**config.mk**
```make
export PLATFORM = sky130hd
export DESIGN_NAME = adpll_tx_framer
export DESIGN_NICKNAME = d
export VERILOG_FILES = /design/src/rtl/adpll_tx_pkg.sv /design/src/rtl/adpll_tx_bitclk.sv /design/src/rtl/adpll_tx_framer.sv
export SDC_FILE = /design/constraint.sdc
export NUM_CORES = 1
export LEC_CHECK = 0
export ABC_AREA = 1
export CAP_MARGIN = 0
export CORE_MARGIN = 10
export CORE_UTILIZATION = 40
export CTS_CLUSTER_DIAMETER = 30
export DETAILED_ROUTE_END_ITERATION = 7
export HOLD_SLACK_MARGIN = 0.05
export PLACE_DENSITY_LB_ADDON = 0.2
export SETUP_SLACK_MARGIN = 0.02
export SYNTH_ARGS = -nofsm -noshare
export SYNTH_HDL_FRONTEND = slang
export SYNTH_SLANG_ARGS = --single-unit
```
**constraint.sdc**
```tcl
create_clock -name clk -period 2.29 [get_ports clk]
set_clock_uncertainty 0.1 [all_clocks]
set_input_delay 0.458 -clock clk [delete_from_list [all_inputs] [get_ports clk]]
set_output_delay 0.458 -clock clk [all_outputs]
set_load 0.005 [all_outputs]
```
**src/rtl/adpll_tx_pkg.sv**
```systemverilog
// Shared constants and types for the ADPLL TX modulation framer.
// Holds the mode encodings, framer FSM states and default symbol timing.
package adpll_tx_pkg;

  localparam logic [1:0] MODE_PD   = 2'd0;
  localparam logic [1:0] MODE_TEST = 2'd1;
  localparam logic [1:0] MODE_RX   = 2'd2;
  localparam logic [1:0] MODE_TX   = 2'd3;

  typedef enum logic [1:0] {
    ST_IDLE      = 2'd0,
    ST_WAIT_LOCK = 2'd1,
    ST_PRE       = 2'd2,
    ST_DATA      = 2'd3
  } state_e;

  localparam int         DEF_BIT_CLKS = 32;
  localparam logic [7:0] DEF_PREAMBLE = 8'hAA;

endpackage

```
**src/rtl/adpll_tx_bitclk.sv**
```systemverilog
// Symbol-timing counter: bit_tick marks the last reference clock of each symbol.
// The counter idles at zero whenever it is not running or is restarted.
module adpll_tx_bitclk #(
  parameter int BIT_CLKS = 32
) (
  input  logic clk,
  input  logic rst_n,
  input  logic run,
  input  logic restart,
  output logic bit_tick
);

  localparam int CW = (BIT_CLKS > 1) ? $clog2(BIT_CLKS) : 1;
  localparam logic [CW-1:0] LAST = CW'(BIT_CLKS - 1);

  logic [CW-1:0] clk_cnt_r;

  // Count 0..BIT_CLKS-1 while running, hold at zero otherwise.
  always_ff @(posedge clk or negedge rst_n) begin
    if (!rst_n) begin
      clk_cnt_r <= {CW{1'b0}};
    end else if (restart || !run) begin
      clk_cnt_r <= {CW{1'b0}};
    end else if (clk_cnt_r == LAST) begin
      clk_cnt_r <= {CW{1'b0}};
    end else begin
      clk_cnt_r <= clk_cnt_r + CW'(1);
    end
  end

  assign bit_tick = run && (clk_cnt_r == LAST);

endmodule

```
**src/rtl/adpll_tx_framer.sv**
```systemverilog
// ADPLL TX framer: waits for channel lock, then shifts preamble and payload
// bytes LSB first onto data_mod, one bit per BIT_CLKS reference clocks.
module adpll_tx_framer
  import adpll_tx_pkg::*;
#(
  parameter int         BIT_CLKS  = DEF_BIT_CLKS,
  parameter logic [7:0] PREAMBLE  = DEF_PREAMBLE,
  parameter int         PRE_BYTES = 1,
  parameter int         LEN_W     = 8
) (
  input  logic             clk,
  input  logic             rst_n,
  input  logic             en,
  input  logic [1:0]       adpll_mode,
  input  logic             channel_lock,
  input  logic             start,
  input  logic [LEN_W-1:0] len,
  input  logic [7:0]       byte_data,
  input  logic             byte_valid,
  output logic             byte_ready,
  output logic             data_mod,
  output logic             busy,
  output logic             done,
  output logic             abort,
  output logic             underrun
);

  localparam int PRE_BITS = PRE_BYTES * 8;
  localparam int BC_W     = $clog2(PRE_BITS);

  state_e           state_r, state_s;
  logic             data_mod_r, data_mod_s;
  logic [BC_W-1:0]  bit_cnt_r, bit_cnt_s, nxt_bit_s;
  logic [7:0]       shift_r, shift_s;
  logic [7:0]       hold_r, hold_s;
  logic             hold_full_r, hold_full_s;
  logic [LEN_W-1:0] len_r, len_s;
  logic [LEN_W-1:0] fetched_r, fetched_s;
  logic [LEN_W-1:0] sent_r, sent_s;
  logic             busy_r, busy_s;
  logic             done_r, done_s;
  logic             abort_r, abort_s;
  logic             underrun_r, underrun_s;

  logic bit_tick_s, run_s, restart_s, mode_ok_s, sending_s;
  logic byte_ready_s, xfer_s, boundary_s, more_s, underrun_c_s, abort_c_s;

  assign sending_s = (state_r == ST_PRE) || (state_r == ST_DATA);
  assign run_s     = sending_s;
  assign restart_s = (state_r == ST_WAIT_LOCK) && channel_lock;

  adpll_tx_bitclk #(.BIT_CLKS(BIT_CLKS)) u_bitclk (
    .clk      (clk),
    .rst_n    (rst_n),
    .run      (run_s),
    .restart  (restart_s),
    .bit_tick (bit_tick_s)
  );

  assign mode_ok_s    = en && (adpll_mode == MODE_TX);
  assign byte_ready_s = busy_r && !hold_full_r && (fetched_r < len_r);
  assign xfer_s       = byte_valid && byte_ready_s;
  assign nxt_bit_s    = bit_cnt_r + BC_W'(1);
  // A byte boundary is the end of the preamble or the end of a payload byte.
  assign boundary_s   = bit_tick_s &&
                        (((state_r == ST_PRE)  && (bit_cnt_r == BC_W'(PRE_BITS - 1))) ||
                         ((state_r == ST_DATA) && (bit_cnt_r == BC_W'(7))));
  assign more_s       = (sent_r != len_r);
  assign underrun_c_s = boundary_s && more_s && !hold_full_r;
  assign abort_c_s    = (state_r != ST_IDLE) &&
                        (!mode_ok_s || (sending_s && !channel_lock) || underrun_c_s);

  // Next-state and next-output logic for the framer.
  always_comb begin
    state_s     = state_r;
    data_mod_s  = data_mod_r;
    bit_cnt_s   = bit_cnt_r;
    shift_s     = shift_r;
    hold_s      = hold_r;
    hold_full_s = hold_full_r;
    len_s       = len_r;
    fetched_s   = fetched_r;
    sent_s      = sent_r;
    busy_s      = busy_r;
    done_s      = 1'b0;
    abort_s     = 1'b0;
    underrun_s  = 1'b0;

    if (xfer_s) begin
      hold_s      = byte_data;
      hold_full_s = 1'b1;
      fetched_s   = fetched_r + LEN_W'(1);
    end else begin
      hold_s      = hold_r;
    end

    if (abort_c_s) begin
      state_s     = ST_IDLE;
      data_mod_s  = 1'b0;
      hold_full_s = 1'b0;
      busy_s      = 1'b0;
      abort_s     = 1'b1;
      underrun_s  = underrun_c_s;
    end else begin
      case (state_r)
        ST_IDLE: begin
          if (start && mode_ok_s) begin
            state_s     = ST_WAIT_LOCK;
            len_s       = len;
            fetched_s   = {LEN_W{1'b0}};
            sent_s      = {LEN_W{1'b0}};
            hold_full_s = 1'b0;
            busy_s      = 1'b1;
          end else begin
            state_s     = ST_IDLE;
          end
        end
        ST_WAIT_LOCK: begin
          if (channel_lock) begin
            state_s    = ST_PRE;
            data_mod_s = PREAMBLE[0];
            bit_cnt_s  = {BC_W{1'b0}};
          end else begin
            state_s    = ST_WAIT_LOCK;
          end
        end
        ST_PRE, ST_DATA: begin
          if (boundary_s) begin
            if (!more_s) begin
              state_s    = ST_IDLE;
              data_mod_s = 1'b0;
              busy_s     = 1'b0;
              done_s     = 1'b1;
            end else begin
              state_s     = ST_DATA;
              shift_s     = hold_r;
              data_mod_s  = hold_r[0];
              bit_cnt_s   = {BC_W{1'b0}};
              sent_s      = sent_r + LEN_W'(1);
              hold_full_s = 1'b0;
            end
          end else if (bit_tick_s) begin
            bit_cnt_s = nxt_bit_s;
            if (state_r == ST_PRE) begin
              data_mod_s = PREAMBLE[nxt_bit_s[2:0]];
            end else begin
              data_mod_s = shift_r[1];
              shift_s    = {1'b0, shift_r[7:1]};
            end
          end else begin
            bit_cnt_s = bit_cnt_r;
          end
        end
        default: begin
          state_s    = ST_IDLE;
          data_mod_s = 1'b0;
          busy_s     = 1'b0;
        end
      endcase
    end
  end

  // Framer state and output registers.
  always_ff @(posedge clk or negedge rst_n) begin
    if (!rst_n) begin
      state_r     <= ST_IDLE;
      data_mod_r  <= 1'b0;
      bit_cnt_r   <= {BC_W{1'b0}};
      shift_r     <= 8'h00;
      hold_r      <= 8'h00;
      hold_full_r <= 1'b0;
      len_r       <= {LEN_W{1'b0}};
      fetched_r   <= {LEN_W{1'b0}};
      sent_r      <= {LEN_W{1'b0}};
      busy_r      <= 1'b0;
      done_r      <= 1'b0;
      abort_r     <= 1'b0;
      underrun_r  <= 1'b0;
    end else begin
      state_r     <= state_s;
      data_mod_r  <= data_mod_s;
      bit_cnt_r   <= bit_cnt_s;
      shift_r     <= shift_s;
      hold_r      <= hold_s;
      hold_full_r <= hold_full_s;
      len_r       <= len_s;
      fetched_r   <= fetched_s;
      sent_r      <= sent_s;
      busy_r      <= busy_s;
      done_r      <= done_s;
      abort_r     <= abort_s;
      underrun_r  <= underrun_s;
    end
  end

  assign byte_ready = byte_ready_s;
  assign data_mod   = data_mod_r;
  assign busy       = busy_r;
  assign done       = done_r;
  assign abort      = abort_r;
  assign underrun   = underrun_r;

endmodule

```
### Word-level counts from Yosys, hierarchy flattened

Memories as Yosys holds them, arrays and structs flattened.
Index checks and enable logic that the tools add are counted.
Widths: inputs -> output; s select.

| word-level totals | value |
|---|---|
| register bits after elaboration | 56 |
| memory bits (read-only) | 8 |
| bits of input ports | 24 |
| output and inout bits | 6 |
| memories kept | 1 |

Memories:

| memory | words | width | rd ports | clocked after memory_dff | write ports | RTL line | RTL |
|---|---|---|---|---|---|---|---|
| (name not given) | 8 | 1 | 1 | 0 | 0 | adpll_tx_framer.sv:145 | `data_mod_s = PREAMBLE[nxt_bit_s[2:0]];` |

| cells by class | value |
|---|---|
| add/sub/neg operators | 4 |
| $lt $le $gt $ge | 2 |
| eq/ne operators | 20 |
| muxes and demuxes | 50 |
| bitwise gates (word level) | 1 |
| reduce and logical (&&, ||, !) cells | 37 |

Operator list:

| kind | count |
|---|---|
| $mux 8 | 11 |
| $mux 1 | 23 |
| $ne 3x3->1 const B | 6 |
| $add 8x1->8 const B | 2 |
| $pmux 8 s2 | 1 |
| $reduce_and 5->1 | 3 |
| $logic_and 1x1->1 | 14 |
| $mux 3 | 4 |
| $mux 5 | 2 |
| $ne 2x2->1 const B | 5 |
| $lt 8x8->1 | 1 |
| $mux 2 | 4 |
| $ne 8x8->1 | 1 |
| $reduce_bool 2->1 | 4 |
| $eq 2x2->1 const B | 3 |
| $pmux 1 s2 | 3 |
| $pmux 2 s3 | 1 |
| $pmux 3 s2 | 1 |
| $reduce_and 3->1 | 2 |
| $reduce_bool 3->1 | 2 |
| $add 5x1->5 const B | 1 |
| $eq 5x5->1 const B | 1 |
| $logic_or 1x1->1 | 5 |
| $logic_not 1->1 | 4 |
| 10 further kinds | 10 |

### Depth between registers and ports, before layout

| logic depth | value |
|---|---|
| depth after elaboration | 10 |
| gate-level depth with buffers | 13 |
| depth with buffers taken out | 12 |

### Hierarchy

From an unflattened synthesis, not the netlist that was laid out.

| second synthesis, totals | value |
|---|---|
| cell total of the unflattened synthesis | 375 |
| area total of the unflattened synthesis | 3155.5 µm² |

Modules (own cells, without submodules):

| module | times used | cells each | area each (µm²) | seq. area each (µm²) |
|---|---|---|---|---|
| adpll_tx_framer | 1 | 345 | 2899.0 | 1251.2 |
| adpll_tx_bitclk | 1 | 30 | 256.5 | 125.1 |

### Least setup slack after synthesis

OpenSTA, ideal clock, no wires.

| timing | value |
|---|---|
| path kind | flip-flop to output port |
| start | reg len_r[7] |
| end | out byte_ready |
| data arrival time | 1.363 ns |
| data required time | 1.732 ns |
| path slack | 0.369 ns |
| stages on the path, launching flop included | 7 |
| path buffers | 0 |
| cell sequence | dfrtp_1 inv_1 ha_1 nand2_1 nand4_1 nor3b_4 and2_1 |

| between the ends | value |
|---|---|
| longest elaborated chain between the ends | 2 |

RTL lines:

| element | RTL line | RTL |
|---|---|---|
| from (decl) | adpll_tx_framer.sv:37 | `logic [LEN_W-1:0] len_r, len_s;` |
| from (signal assigned) | adpll_tx_framer.sv:172 | `len_r <= {LEN_W{1'b0}};` |
| from (signal assigned) | adpll_tx_framer.sv:186 | `len_r <= len_s;` |
| $lt 8x8->1 | adpll_tx_framer.sv:61 | `assign byte_ready_s = busy_r && !hold_full_r && (fetched_r < len_r);` |
| $logic_and 1x1->1 | adpll_tx_framer.sv:61 |  |
| to (decl) | adpll_tx_framer.sv:20 | `output logic byte_ready,` |

No other way between the ends.

### Worst setup path after layout

Same ends and word-level chain as after synthesis.

==> results by group <==
Run status
  • Status: finished clean

Timing
  • Unrepaired setup endpoints after global routing: yes
  • Final setup vio count: 0
  • Final Hold Viols: 0
  • Worst slew pin tran: just under 0.4 ns
  • F_max: 451 MHz
  • Headroom to the max-slew limit: 0.738
  • Max Slew Vio Count: 0
  • Period utilization: 0.969
  • Worst setup slack after layout: around 0.072 ns
  • Period minus WS final: ~2.2 ns

Power and ir drop
  • Combinational share of power: 0.412
  • Internal: between 2 and 2.5 mW
  • Peak VDD IR: between 0.0003 and 0.0004 V
  • Flop pwr share: 0.417
  • Pwr Total: between 3 and 4 mW
  • P_sw: ~1.3 mW
  • P_leak: ~2 nW
  • Sw Share: 0.388
  • Clock share of power: 0.171
  • PD cells: about 860 nW/um2

Yosys
  • Synth Cell Area: 3130 um2
  • Mean area per synthesized cell: ~7.9 um2
  • Compound-gate portion of the synthesized area: 0.0639
  • Distinct cells, synth: 37
  • Synth area leader: dfrtp_1
  • Register area share after synthesis: 0.440
  • Synth top area share: 0.440
  • Largest family of logic cells by synthesized area: simple AND/OR/NAND/NOR gates
  • #FFs+latches synth: 55
  • Post-Synth Simple-Gate Area: 0.340
  • Mux cell area share after synthesis: 0
  • Mapped Nets: between 400 and 500
  • Top cells by area, synth: dfrtp_1 44%, nand2_1 15%, inv_1 5.5%, nand3_1 5.4%, ha_1 5.2%
  • Yosys warns: 0
  • Synth Area in XOR/XNOR: 0.0224
  • Mapped Cells: 397
  • Post-Synth Adder-Cell Area: 0.0520

Job
  • MaxCap Viol Count: 0

Floorplanning
  • Die area: between 10000 and 15000 um2
  • Die span in y: 108 um
  • Core area: about 7700 um2
  • Die Wd: between 100 and 150 um
  • Initial Util: 0.407
  • Boundary pin count: 30
  • Row count: 32

Clock network
  • Clock sinks: 55
  • Clock Latency Late Sink: ~0.31 ns
  • CTS clk-pin slew, worst paths: about 0.11 ns
  • Max Root-Sink Buffers: 2
  • CTS root buffer: clkbuf_8
  • CTS tree: done
  • CTS buffer count: 5
  • H-Tree Depth: 2

Routing
  • Drc violations: 0
  • Routed Antenna Nets: 0
  • Initial DRC Count: about 110
  • Total Wirelength: around 6.9 mm
  • Via Count: 2644
  • Vias per Instance: 4.72
  • Routed len/inst: ~12 um
  • DRT Pass-1 Iters: 7

Worst setup path
  • Critical Path RT: roughly 1.7 ns
  • Crit path DAT: 1.66 ns
  • CP Launch Type: flip-flop
  • Critical Setup Path Class: reg -> out
  • Worst setup EP type: primary output
  • CP max FO: 3

Cells and area
  • Storage cell area: 1380 um2
  • ANT cells: 0
  • Area of the multi-input gates: about 1500 um2
  • Area Growth Syn to Fin: 23.9%
  • Nets: 494
  • Fillcell total: around 770
  • Layout cells sized above 1: 0.164

GRT
  • First-pass GRT wire length: about 12 mm
  • Gr usage total: 0.121
  • GRT overflow: 0
  • Initial antenna violation count: 0
  • Vias in the first global route: roughly 2600
  • Largest net degree at the start of global routing: 56

Worst hold path
  • Worst Hold Class: reg -> reg

Place
  • DP HPWL: approximately 5.0 mm
  • IO Port Bufs: 29
  • GPL Wtd Cong: 0.802
  • Pre-CTS WS: -0.106 ns
-- worst max-delay path, stage by stage, from the launching register on --
cell and delay [ns]:
dfrtp_1 0.40, inv_2 0.08, ha_4 0.20, nand2_2 0.05
nand4_1 0.13, nor3b_4 0.22, and2_4 0.18, buf_6 0.09
-- cells in the final DEF (no fill, tap or decap), types with 2 or more instances in the layout --
cell and instances:
a21oi_1 12, buf_4 30, buf_6 2, clkbuf_8 5
clkdlybuf4s50_1 27, dfrtp_1 55, ha_1 10, ha_2 2
inv_1 44, inv_2 5, nand2_1 119, nand2_2 4
nand2_4 6, nand3_1 34, nand3b_1 2, nand4_1 9
nor2_1 32, nor2_2 2, nor2_4 2, nor3_1 5
nor3b_1 2, o21ai_0 13, o21ai_1 7, or2_2 2
xnor2_1 3, xor2_1 5
-- synthesized netlist by cell type, drive strengths merged --
| cell | instances |
|---|---|
| nor2 | 37 |
| nand3 | 36 |
| and2 | 1 |
| o2111ai | 1 |
| or2 | 2 |
| o21ai | 20 |
| a21oi | 12 |
| o2111a | 1 |
| o31ai | 1 |
| inv | 51 |
| nor3 | 5 |
| xor2 | 5 |
| buf | 7 |
| clkbuf | 2 |
| dfrtp | 55 |
| a21boi | 1 |
| nand4 | 9 |
| nand2 | 130 |
| ha | 13 |
| nor3b | 3 |
| xnor2 | 3 |
| nand3b | 2 |
-- power groups by stage --
stage               registers [mW]  logic (mW)  clock network, mW
floorplan                     1.37       0.895                  0
global placement              1.40        1.29                  0
detailed placement            1.41        1.31                  0
CTS                           1.39        1.34              0.588
global route                  1.43        1.58              0.618
finish                        1.39        1.38              0.572
-- state kept, by name, indices dropped and copies added (netlist names), 2 cells and up --
register            count
sent_r                  8
fetched_r               8
u_bitclk.clk_cnt_r      5
bit_cnt_r               3
shift_r                 7
len_r                   8
state_r                 2
hold_r                  8
-- logic make-up (layout without fill, tap and decap cells) --
kind of cell | count (synthesis) | count (layout)
AND/OR/NAND/NOR | 225 | 225
AO/OA/AOI/OAI | 36 | 36
XOR/XNOR | 8 | 8
adder cells (fa/ha/maj) | 13 | 13
flip-flops | 55 | 55
buffers and inverters | 60 | 121
-- path summary, 6_finish.rpt --
path / from / to / slack (ns) / cells after the start
max: len_r[7] / byte_ready / 0.07 / 7
max in group asynchronous: rst_n / fetched_r[1] / 1.26 / 3
min: shift_r[7] / shift_r[7] / 0.38 / 2
max reg2reg: u_bitclk.clk_cnt_r[0] / shift_r[5] / 0.11 / 11
min in group asynchronous: rst_n / fetched_r[3] / 0.57 / 3
min reg2reg: shift_r[7] / shift_r[7] / 0.38 / 2
-- metrics by stage --
step | std cells | setup TNS, ns | instance area, um2 | hold WS [ns] | util
2_1_floorplan | 397 | 0 | 3130 | 0.0624 | -
3_3_place_gp | 539 | -0.0851 | 3640 | 0.347 | 0.474
3_5_place_dp | 539 | -0.106 | 3640 | 0.351 | 0.474
4_1_cts | 550 | 0 | 3770 | 0.366 | 0.491
5_1_grt | 560 | -0.0509 | 3880 | 0.412 | 0.505
6_report | 560 | 0 | 3880 | 0.384 | 0.505
-- cell type report --
cell class	instances	area share
Sequential cell	55	0.355
Clock inverter	3	0.00580
Clock buffer	5	0.0177
Inverter	51	0.0510
Tap cell	102	0.0329
Multi-Input combinational cell	282	0.395
Timing Repair Buffer	62	0.143
-- routing by layer --
metal,global-route usage,share of wire
met2,0.199,0.48
met4,0.0386,0.0091
met3,0.0244,0.029
met5,0,0
met1,0.155,0.48
-- timing repair --
| item | CTS | global route |
|---|---|---|
| setup endpoints to repair | 1 | 25 |
| hold endpoints to repair | 55 | 0 |
| buffers inserted | 2 | 10 |
| pin swaps | 4 | 8 |
| resized for setup | 8 | 12 |
| hold buffers | 1 | 0 |
Note: power is estimated with default switching activity, not from simulation.
==> RTL edit: new RTL, config.mk and constraints unchanged <==
Encoding of `state_e`: now one-hot (4 bits for 4 states).
--- a/src/rtl/adpll_tx_pkg.sv
+++ b/src/rtl/adpll_tx_pkg.sv
@@ -9,7 +9,7 @@
 
-  typedef enum logic [1:0] {
-    ST_IDLE      = 2'd0,
-    ST_WAIT_LOCK = 2'd1,
-    ST_PRE       = 2'd2,
-    ST_DATA      = 2'd3
+  typedef enum logic [3:0] {
+    ST_IDLE      = 4'b0001,
+    ST_WAIT_LOCK = 4'b0010,
+    ST_PRE       = 4'b0100,
+    ST_DATA      = 4'b1000
   } state_e;
Check against the original RTL: no difference found for any inputs over 10 cycles, from zero or initial values and one cycle with rst_n low; not proved beyond that.
==> RTL edit against the unedited design <==
- sequential cell count rose by 2
- area after synthesis rose by 0.84%
- synthesized cell count fell by 4.3%
- final area rose by 3.1%
- die area rose by 0.68%
- power rose by 4.3%
- worst setup slack improved by 0.085 ns
- register-to-register slack improved by 0.07 ns
- routed wire length rose by 2.2%
- critical path type unchanged
- largest cell class unchanged
==> RTL edit: results <==
{
  "relSlewSlack_pct": 68.1,
  "nets": 475,
  "clockBufferDepth": 2,
  "cts-root-buf": "clkbuf_8",
  "synthFlopType": "dfrtp_1",
  "swShare_pct": 33.1,
  "startpoint": "fetched_r[6]$_DFF_PN0_",
  "dr.pass1.iters": 4,
  "status": "finished, final reports clean",
  "period_needed_ns": 2.13,
  "ir_drop_mv": 0.436,
  "drive_above_1_share_pct": 20.5,
  "grt_antenna_before_repair": 0,
  "nFillCells": 752,
  "vias_per_cell": 4.68,
  "r2r_end": "shift_r[7]$_DFFE_PN0P_",
  "hold_path_class": "flip-flop to flip-flop",
  "r2r_start": "u_bitclk.clk_cnt_r[0]$_DFF_PN0_",
  "routed_wl_mm": 7.05,
  "grt_first_pass_wirelength_mm": 12.0,
  "preCtsSetupSlack_ns": 0.0576,
  "clk_latency_ns": 0.34,
  "synthTopCellsByArea": "dfrtp_1 44%, nand2_1 13%, ha_1 5.2%, inv_1 4.6%, nand3_1 3.8%",
  "grt_pass1_vias": 2569,
  "io_buffers": 29,
  "cts_buffers": 9,
  "grt_max_degree": 25,
  "htree_levels": 3,
  "yosysWarnings": 0,
  "hpwl_mm": 5.14,
  "leakage_nw": 1.95,
  "ys_async_sr_fraction_pct": 100,
  "yosysSeqAreaShare_pct": 45.2,
  "synth_commonest_cells": "113 x nand2_1, 56 x dfrtp_1, 39 x inv_1",
  "reg2reg_slack_ns": 0.18,
  "crit_fanout": 4,
  "worst-r2r-cell-count": 12,
  "slowest_delay_ns": 0.42,
  "cp_top_family": "flip-flops",
  "grt_use_total_pct": 12.7,
  "synthesis.nets": 417,
  "dr.first_iter.drc_count": 74,
  "clk_pin_slew_ns": 0.07,
  "gp_congestion": 0.865,
  "critPathArrivalTime_ns": 1.57
}
RTL edit: cell types whose count changed after synthesis, moves of 6 or more:
| cell | before | now |
|---|---|---|
| nand2_1 | 121 | 113 |
| inv_1 | 46 | 39 |
| mux2i_1 | 0 | 6 |
| nand3_1 | 34 | 24 |
| nand4_1 | 9 | 3 |
| o21ai_2 | 0 | 7 |
RTL edit: final cells by class:
type / count / area share, %
multi-input combinational: 271 / 39.2
sequential: 57 / 35.7
timing repair buffer: 56 / 12.1
inverter: 43 / 4.03
clock buffer: 11 / 3.78
tap: 102 / 3.19
clock inverter: 5 / 1.94
RTL edit: worst min-delay path by stage:
stage	start	to	slack, ns	depth (start not counted)
2_1_floorplan	rst_n	abort$_DFF_PN0_	0.06	0
3_3_place_gp	rst_n	fetched_r[6]$_DFF_PN0_	0.34	1
3_5_place_dp	rst_n	fetched_r[5]$_DFF_PN0_	0.35	1
4_1_cts	u_bitclk.clk_cnt_r[0]$_DFF_PN0_	u_bitclk.clk_cnt_r[0]$_DFF_PN0_	0.37	1
5_1_grt	u_bitclk.clk_cnt_r[0]$_DFF_PN0_	u_bitclk.clk_cnt_r[0]$_DFF_PN0_	0.39	1
6_report	u_bitclk.clk_cnt_r[0]$_DFF_PN0_	u_bitclk.clk_cnt_r[0]$_DFF_PN0_	0.36	1
RTL edit: cell families after synthesis:
kind of cell / after synthesis / synth area share (%)
buf+inv: 52 / 7.57
compound gates: 43 / 8.20
fa+ha+maj: 13 / 5.15
mux: 6 / 1.90
xor+xnor: 14 / 3.88
flops: 57 / 45.2
simple gates: 195 / 28.1
RTL edit: layer usage:
metal | wire [um] | GRT usage, % | part of all wire (%)
met1 | 3330 | 16.3 | 47
met2 | 3400 | 20.0 | 48
met3 | 195 | 2.60 | 2.8
met4 | 125 | 6.12 | 1.8
met5 | 0 | 0 | 0
RTL edit: timing repair:
action / 4_1_cts / 5_1_grt
setup buffers: 3 / 8
endpoints found under the hold margin: 19 / 0
hold buffers: 1 / 0
setup endpoints to repair: 1 / 15
resized for setup: 8 / 14
cloned: 0 / 0
pin swaps: 4 / 5
RTL edit: metrics by stage:
step,std cells,cell area [um^2]
5_1_grt,545,4000
3_5_place_dp,517,3600
2_1_floorplan,380,3160
4_1_cts,537,3880
3_3_place_gp,517,3600
6_report,545,4000
RTL edit: power by group through the flow:
stage / clock network (mW) / registers, mW / logic (mW)
after floorplan: 0 / 1.31 / 0.601
after global placement: 0 / 1.33 / 0.890
after detailed placement: 0 / 1.34 / 0.909
after CTS: 1.12 / 1.32 / 0.955
after global routing: 1.16 / 1.35 / 1.23
final: 1.09 / 1.32 / 1.07
